[config.mk]
export PLATFORM = sky130hd
export DESIGN_NAME = s2p_receiver
export DESIGN_NICKNAME = d
export VERILOG_FILES = /design/src/rtl/s2p_receiver_pkg.sv /design/src/rtl/s2p_outbuf.sv /design/src/rtl/s2p_receiver.sv
export SDC_FILE = /design/constraint.sdc
export NUM_CORES = 1
export LEC_CHECK = 0
export BUFFER_PORTS_ARGS = -buffer_cell sky130_fd_sc_hd__buf_2
export CAP_MARGIN = 20
export CORE_ASPECT_RATIO = 1.75
export CORE_MARGIN = 2
export CORE_UTILIZATION = 50
export DETAILED_ROUTE_END_ITERATION = 8
export GPL_TIMING_DRIVEN = 0
export PLACE_DENSITY_LB_ADDON = 0.05
export SETUP_SLACK_MARGIN = 0.5
export SLEW_MARGIN = 20
export SYNTH_ARGS = -nofsm -noshare
export SYNTH_HDL_FRONTEND = slang
export SYNTH_SLANG_ARGS = --single-unit
[constraint.sdc]
create_clock -name clk -period 1.9 [get_ports clk]
set_input_delay 0.19 -clock clk [delete_from_list [all_inputs] [get_ports clk]]
set_output_delay 0.19 -clock clk [all_outputs]
set_load 0.02 [all_outputs]
[src/rtl/s2p_receiver_pkg.sv]
// rtl/s2p_receiver_pkg.sv - shared widths, state encoding and frame length rule for the serial link
package s2p_receiver_pkg;

  localparam int WIDTH = 16;
  localparam int LEN_W = 4;
  localparam int CNT_W = $clog2(WIDTH + 1);

  typedef enum logic {
    ST_IDLE  = 1'b0,
    ST_SHIFT = 1'b1
  } state_e;

  // A length field of zero encodes a full-width frame.
  function automatic logic [CNT_W-1:0] frame_len(input logic [LEN_W-1:0] len_v);
    return (len_v == '0) ? CNT_W'(WIDTH) : CNT_W'(len_v);
  endfunction

endpackage

[src/rtl/s2p_outbuf.sv]
// rtl/s2p_outbuf.sv - single-entry valid/ready word buffer with sticky overrun flag
module s2p_outbuf
  import s2p_receiver_pkg::*;
(
  input  logic             clk,
  input  logic             reset,
  input  logic             load_i,
  input  logic [WIDTH-1:0] word_i,
  input  logic             ready_i,
  output logic [WIDTH-1:0] data_o,
  output logic             valid_o,
  output logic             overrun_o
);

  logic [WIDTH-1:0] data_q;
  logic             valid_q;
  logic             overrun_q;

  always_ff @(posedge clk or posedge reset) begin
    if (reset) begin
      data_q    <= '0;
      valid_q   <= 1'b0;
      overrun_q <= 1'b0;
    end else if (load_i) begin
      // A held word that is not being taken wins over the new one.
      if (valid_q && !ready_i) begin
        overrun_q <= 1'b1;
      end else begin
        data_q  <= word_i;
        valid_q <= 1'b1;
      end
    end else if (valid_q && ready_i) begin
      valid_q <= 1'b0;
    end
  end

  assign data_o    = data_q;
  assign valid_o   = valid_q;
  assign overrun_o = overrun_q;

endmodule

[src/rtl/s2p_receiver.sv]
// rtl/s2p_receiver.sv - MSB-first serial-to-parallel frame receiver with buffered word output
module s2p_receiver
  import s2p_receiver_pkg::*;
(
  input  logic             clk,
  input  logic             reset,
  input  logic             data_in,
  input  logic [LEN_W-1:0] len,
  input  logic             enable,
  output logic [WIDTH-1:0] data_out,
  output logic             valid,
  input  logic             ready,
  output logic             busy,
  output logic             overrun
);

  state_e           state_q;
  logic             en_q;
  logic [CNT_W-1:0] cnt_q;
  logic [CNT_W-1:0] n_q;
  logic [WIDTH-1:0] shreg_q;

  logic [CNT_W-1:0] n_d;
  logic [WIDTH-1:0] bit_d;
  logic [WIDTH-1:0] word_d;
  logic             complete_d;

  // The line lags enable by one cycle, so en_q qualifies the current line bit.
  always_comb begin
    n_d        = frame_len(len);
    bit_d      = {data_in, {(WIDTH-1){1'b0}}} >> cnt_q;
    word_d     = shreg_q | bit_d;
    complete_d = 1'b0;
    if (en_q) begin
      if (state_q == ST_IDLE) begin
        complete_d = (n_d == CNT_W'(1));
      end else begin
        complete_d = ((cnt_q + CNT_W'(1)) == n_q);
      end
    end
  end

  always_ff @(posedge clk or posedge reset) begin
    if (reset) begin
      state_q <= ST_IDLE;
      en_q    <= 1'b0;
      cnt_q   <= '0;
      n_q     <= '0;
      shreg_q <= '0;
    end else begin
      en_q <= enable;
      case (state_q)
        ST_IDLE: begin
          if (en_q) begin
            n_q <= n_d;
            if (complete_d) begin
              shreg_q <= '0;
              cnt_q   <= '0;
            end else begin
              shreg_q <= bit_d;
              cnt_q   <= CNT_W'(1);
              state_q <= ST_SHIFT;
            end
          end
        end
        ST_SHIFT: begin
          if (!en_q || complete_d) begin
            shreg_q <= '0;
            cnt_q   <= '0;
            state_q <= ST_IDLE;
          end else begin
            shreg_q <= word_d;
            cnt_q   <= cnt_q + CNT_W'(1);
          end
        end
        default: state_q <= ST_IDLE;
      endcase
    end
  end

  assign busy = (state_q == ST_SHIFT);

  s2p_outbuf u_outbuf (
    .clk       (clk),
    .reset     (reset),
    .load_i    (complete_d),
    .word_i    (word_d),
    .ready_i   (ready),
    .data_o    (data_out),
    .valid_o   (valid),
    .overrun_o (overrun)
  );

endmodule
==> impl_summary.md <==
GRT
The total overflow left after global routing is 0. The initial antenna violation count is 0. The number of global-route vias before repair is approximately 1800. Entering global routing, the biggest net connects 35 pins. The first global-routing pass estimated between 8 and 9 mm of wire. For this run, the total global-route usage over all layers was measured as 0.2597.

Floorplan
In this run the core area contains 31 standard-cell rows. The die area is 4738 um^2. The die span in x is between 50 and 60 um. The initial utilization of the core area, before any placement, comes to 0.5137. In this run the vertical extent of the chip is 89.57 um.

In this run the standard cell core region covers around 4100 um^2. 28 I/O pins were placed.

Synth
The sequential fraction of the synthesis area is 0.5502. The count of state elements after synthesis is 46. The number of flops mapped to enable cells by yosys is 0. The fraction of registers with async set or reset after synthesis is 1.000. The area of the mapped netlist is roughly 2100 um^2.

By area the synthesized netlist is led by dfrtp_1, a2bb2oi_1, o2bb2ai_1. The share of the synthesized area in the top cell type is 0.5502. The synthesized area per cell is roughly 12 um^2. In the synthesized netlist the dominant register cell turns out to be dfrtp_1. The count of distinct cell types in the synthesized netlist is 36. Counting every net in the synthesized netlist gives approximately 190. Synthesis handed over a netlist of about 180 instances. The cell accounting for the most synthesized area is dfrtp_1. The Yosys step of the flow raised 0 warnings.

Hold path
The worst min-delay path category is in -> reg. The worst hold path begins at len[2].

Pwr
The cell area power density is roughly 1100 nW/um^2. The static leakage is about 1.2 nW. The worst-case vdd ir drop is 0.0009303 V.

Layout
Excluding fillers, the count of instances in the completed layout stands at 271. Measured on the finished design, the core utilization comes to 0.7115. The filler cells instantiated in the layout total between 200 and 300. The multi-input gate area in the final layout is 1171 um^2.

The area growth from synthesis to layout is 38.52%. The top cell types in the final layout, fill and taps aside, are dfrtp_1, buf_2, a2bb2oi_2, a211oi_1, o2bb2ai_2. The most common cell after layout, fill and taps aside is dfrtp_1. The total non-filler cell area in the finished layout is a little under 3000 um^2. The number of nets at the end of the flow is 233.

The antenna diode instance count is 0. Across the whole layout, storage elements account for 1151 um^2. The proportion of layout cells with a drive suffix above 1 is 0.4730.

Setup path
The largest fanout on the critical path is 5. The kind of launch point of the worst setup path is a flop. The highest-delay cell along the critical path is dfrtp_1. The critical path starts at cnt_q[0].

The largest single stage delay on the critical path is roughly 0.42 ns. By startpoint and endpoint, the worst setup path is classified as reg -> reg. The worst register-to-register path begins at cnt_q[0]. Data on the critical path is required at its endpoint by about 2.1 ns. The critical path goes through ha_4 > nand3_1 > nor3b_2 > o211ai_2 > buf_4 > buf_12 > nand3_2 > o2bb2ai_1. The capturing element type of the critical path is a flop.

Data on the critical path arrives at its endpoint at roughly 2.2 ns. Among cell families on the critical path, the largest total delay comes from compound AO/OA/AOI/OAI gates. Together, buffers and inverters on the worst path number 2.

Drt
In the detailed route, the total length drawn on met3 is around 160 um. The top layer reached by signal wires is met4. The average routed wire per standard cell is 21.43 um. Summing over every cut layer, the via total after detailed routing is 1712. The number of vias per cell is approximately 6.3. The length of routed met2 wiring is 3.235 mm. After detailed routing, the number of remaining DRC violations is 0.

In this run the remaining antenna-violating nets after routing total 0. The first TritonRoute pass finished after 4 iterations. The routed design has 5.807 mm of wire. The length of routed wiring on met1 is between 2 and 2.5 mm. The DRC marker count from the first detailed-route iteration is 46.

Clock tree
The clock tree from TritonCTS is built. In this run the deepest clock path goes through 2 buffers. TritonCTS created 5 clock buffers.

The H-tree depth reported by CTS is 2. Clock tree synthesis found a total of 46 sinks. The clock latency at the later pin of the worst-skew pair is 0.30 ns. The clock transition time at the flip-flop clock pins of the worst setup and hold paths is 0.09 ns.

CTS placed an instance of clkbuf_8 at the clock tree root.

Outcome
The checks that failed: negative setup slack. The flow ran to the end, but the final reports show violations.

Timing
Setup slack on the critical path of the routed design comes to -0.04842 ns. The maximum clock skew at final layout is ~0.0098 ns. The final hold violation count is 0.

In this run the tightest slew margin relative to its limit is 0.6514. At the pin with the least slew margin, the transition time is approximately 0.52 ns. The portion of the clock cycle consumed by the worst path in the final layout is 1.025. Setup repair after global routing could not meet its margin everywhere. The tightest hold path in the finished design has a slack of around 0.17 ns. Derived from the worst setup path, the maximum achievable clock frequency is 0.5132 GHz. The max-slew violation count is 0.

After routing, the total negative slack on setup checks comes to -0.1811 ns. Subtracting the final worst setup slack from the clock period gives a little under 2 ns. Setup violations remaining at the end of the flow were counted as 12.

Run
Max-cap violations in this run came to 0.

Placement
The routability-driven placement congestion ratio is between 0.8 and 0.9. The instance area at placement is around 2300 um^2. The count of buffers from port buffering is 27. The post-placement cell count is 252. Detailed placement ended at an HPWL of around 3.7 mm.
-- synthesized netlist by cell type (2+ instances only) --
cell and count:
xor2_1 3, a211oi_1 12, nor2_1 6, and3_1 3, xnor2_1 4, nand3_1 9
mux2_2 5, nor3b_1 2, nor2b_1 4, o2bb2ai_1 16, a311oi_1 4, buf_4 2
buf_2 5, clkbuf_1 3, inv_1 5, dfrtp_1 46, a32o_1 2, nand2_1 8
a21o_1 2, nor3_1 2, o21ai_0 2, a2bb2oi_1 16
-- state kept, by name, summed over array words and instances (netlist names) --
name	cells
u_outbuf.data_o	16
cnt_q	5
shreg_q	16
en_q	1
u_outbuf.valid_o	1
n_q	5
u_outbuf.overrun_o	1
busy	1
-- kinds of logic (layout without fill, tap and decap cells) --
logic type | count (synthesis) | count (layout) | share of synthesized area
AO/OA/AOI/OAI | 61 | 61 | 0.2506
flip-flops | 46 | 46 | 0.5502
AND/OR/NAND/NOR | 38 | 38 | 0.09330
buffers and inverters | 16 | 63 | 0.03887
multiplexers | 6 | 6 | 0.03170
adder cells (fa/ha/maj) | 1 | 1 | 0.005980
XOR/XNOR | 7 | 7 | 0.02931
-- where the power goes --
group	total [mW]	internal [mW]	switching [mW]
sequential	1.36	1.20	0.158
combinational	1.23	0.578	0.649
clock	0.591	0.281	0.310
total	3.17	2.06	1.12
-- cell type report --
class                      count  share of cell area
clock buffer                   6             0.02850
tap                           49             0.02116
timing repair buffer          41              0.1088
sequential                    46              0.3972
inverter                       5            0.006477
multi-input combinational    113              0.4041
buffer                        11             0.03368
-- per-stage QoR --
step                      setup slack (ns)  total power, mW
final                             -0.04842            3.174
after CTS                        -0.002759            3.106
after detailed placement           -0.1932            2.310
after global routing               -0.1208            3.334
after floorplan                     0.1147            1.988
after global placement             -0.1275            2.278
-- final timing paths --
check / end / slack [ns] / cells past startpoint
setup / recovery: shreg_q[2] / -0.05 / 8
hold / removal: n_q[2] / 0.17 / 2
setup reg to reg: shreg_q[2] / -0.05 / 8
hold reg to reg: u_outbuf.overrun_o / 0.48 / 1
max in group asynchronous: shreg_q[2] / 1.03 / 4
min in group asynchronous: u_outbuf.overrun_o / 0.40 / 3
-- worst reg2reg max path, cell delays in order (launching register included) --
cell and delay (ns):
dfrtp_1 0.42, ha_4 0.20, nand3_1 0.18, nor3b_2 0.09, o211ai_2 0.31, buf_4 0.21
buf_12 0.12, nand3_2 0.14, o2bb2ai_1 0.20
-- per-layer routing --
layer  up-vias  global-route usage
li1        763                   -
met1       877              0.2978
met2        51              0.4477
met3        21             0.05298
met4         0              0.1352
met5         -                   0
-- repair_timing --
action | CTS | global route
pin swaps | 11 | 2
setup endpoints to repair | 40 | 40
setup buffers | 6 | 1
hold endpoints to repair | 12 | 1
gates resized for setup | 51 | 14
cloned | 2 | 2
hold buffers | 1 | 1
No activity file was read; power rests on OpenSTA's default activity.
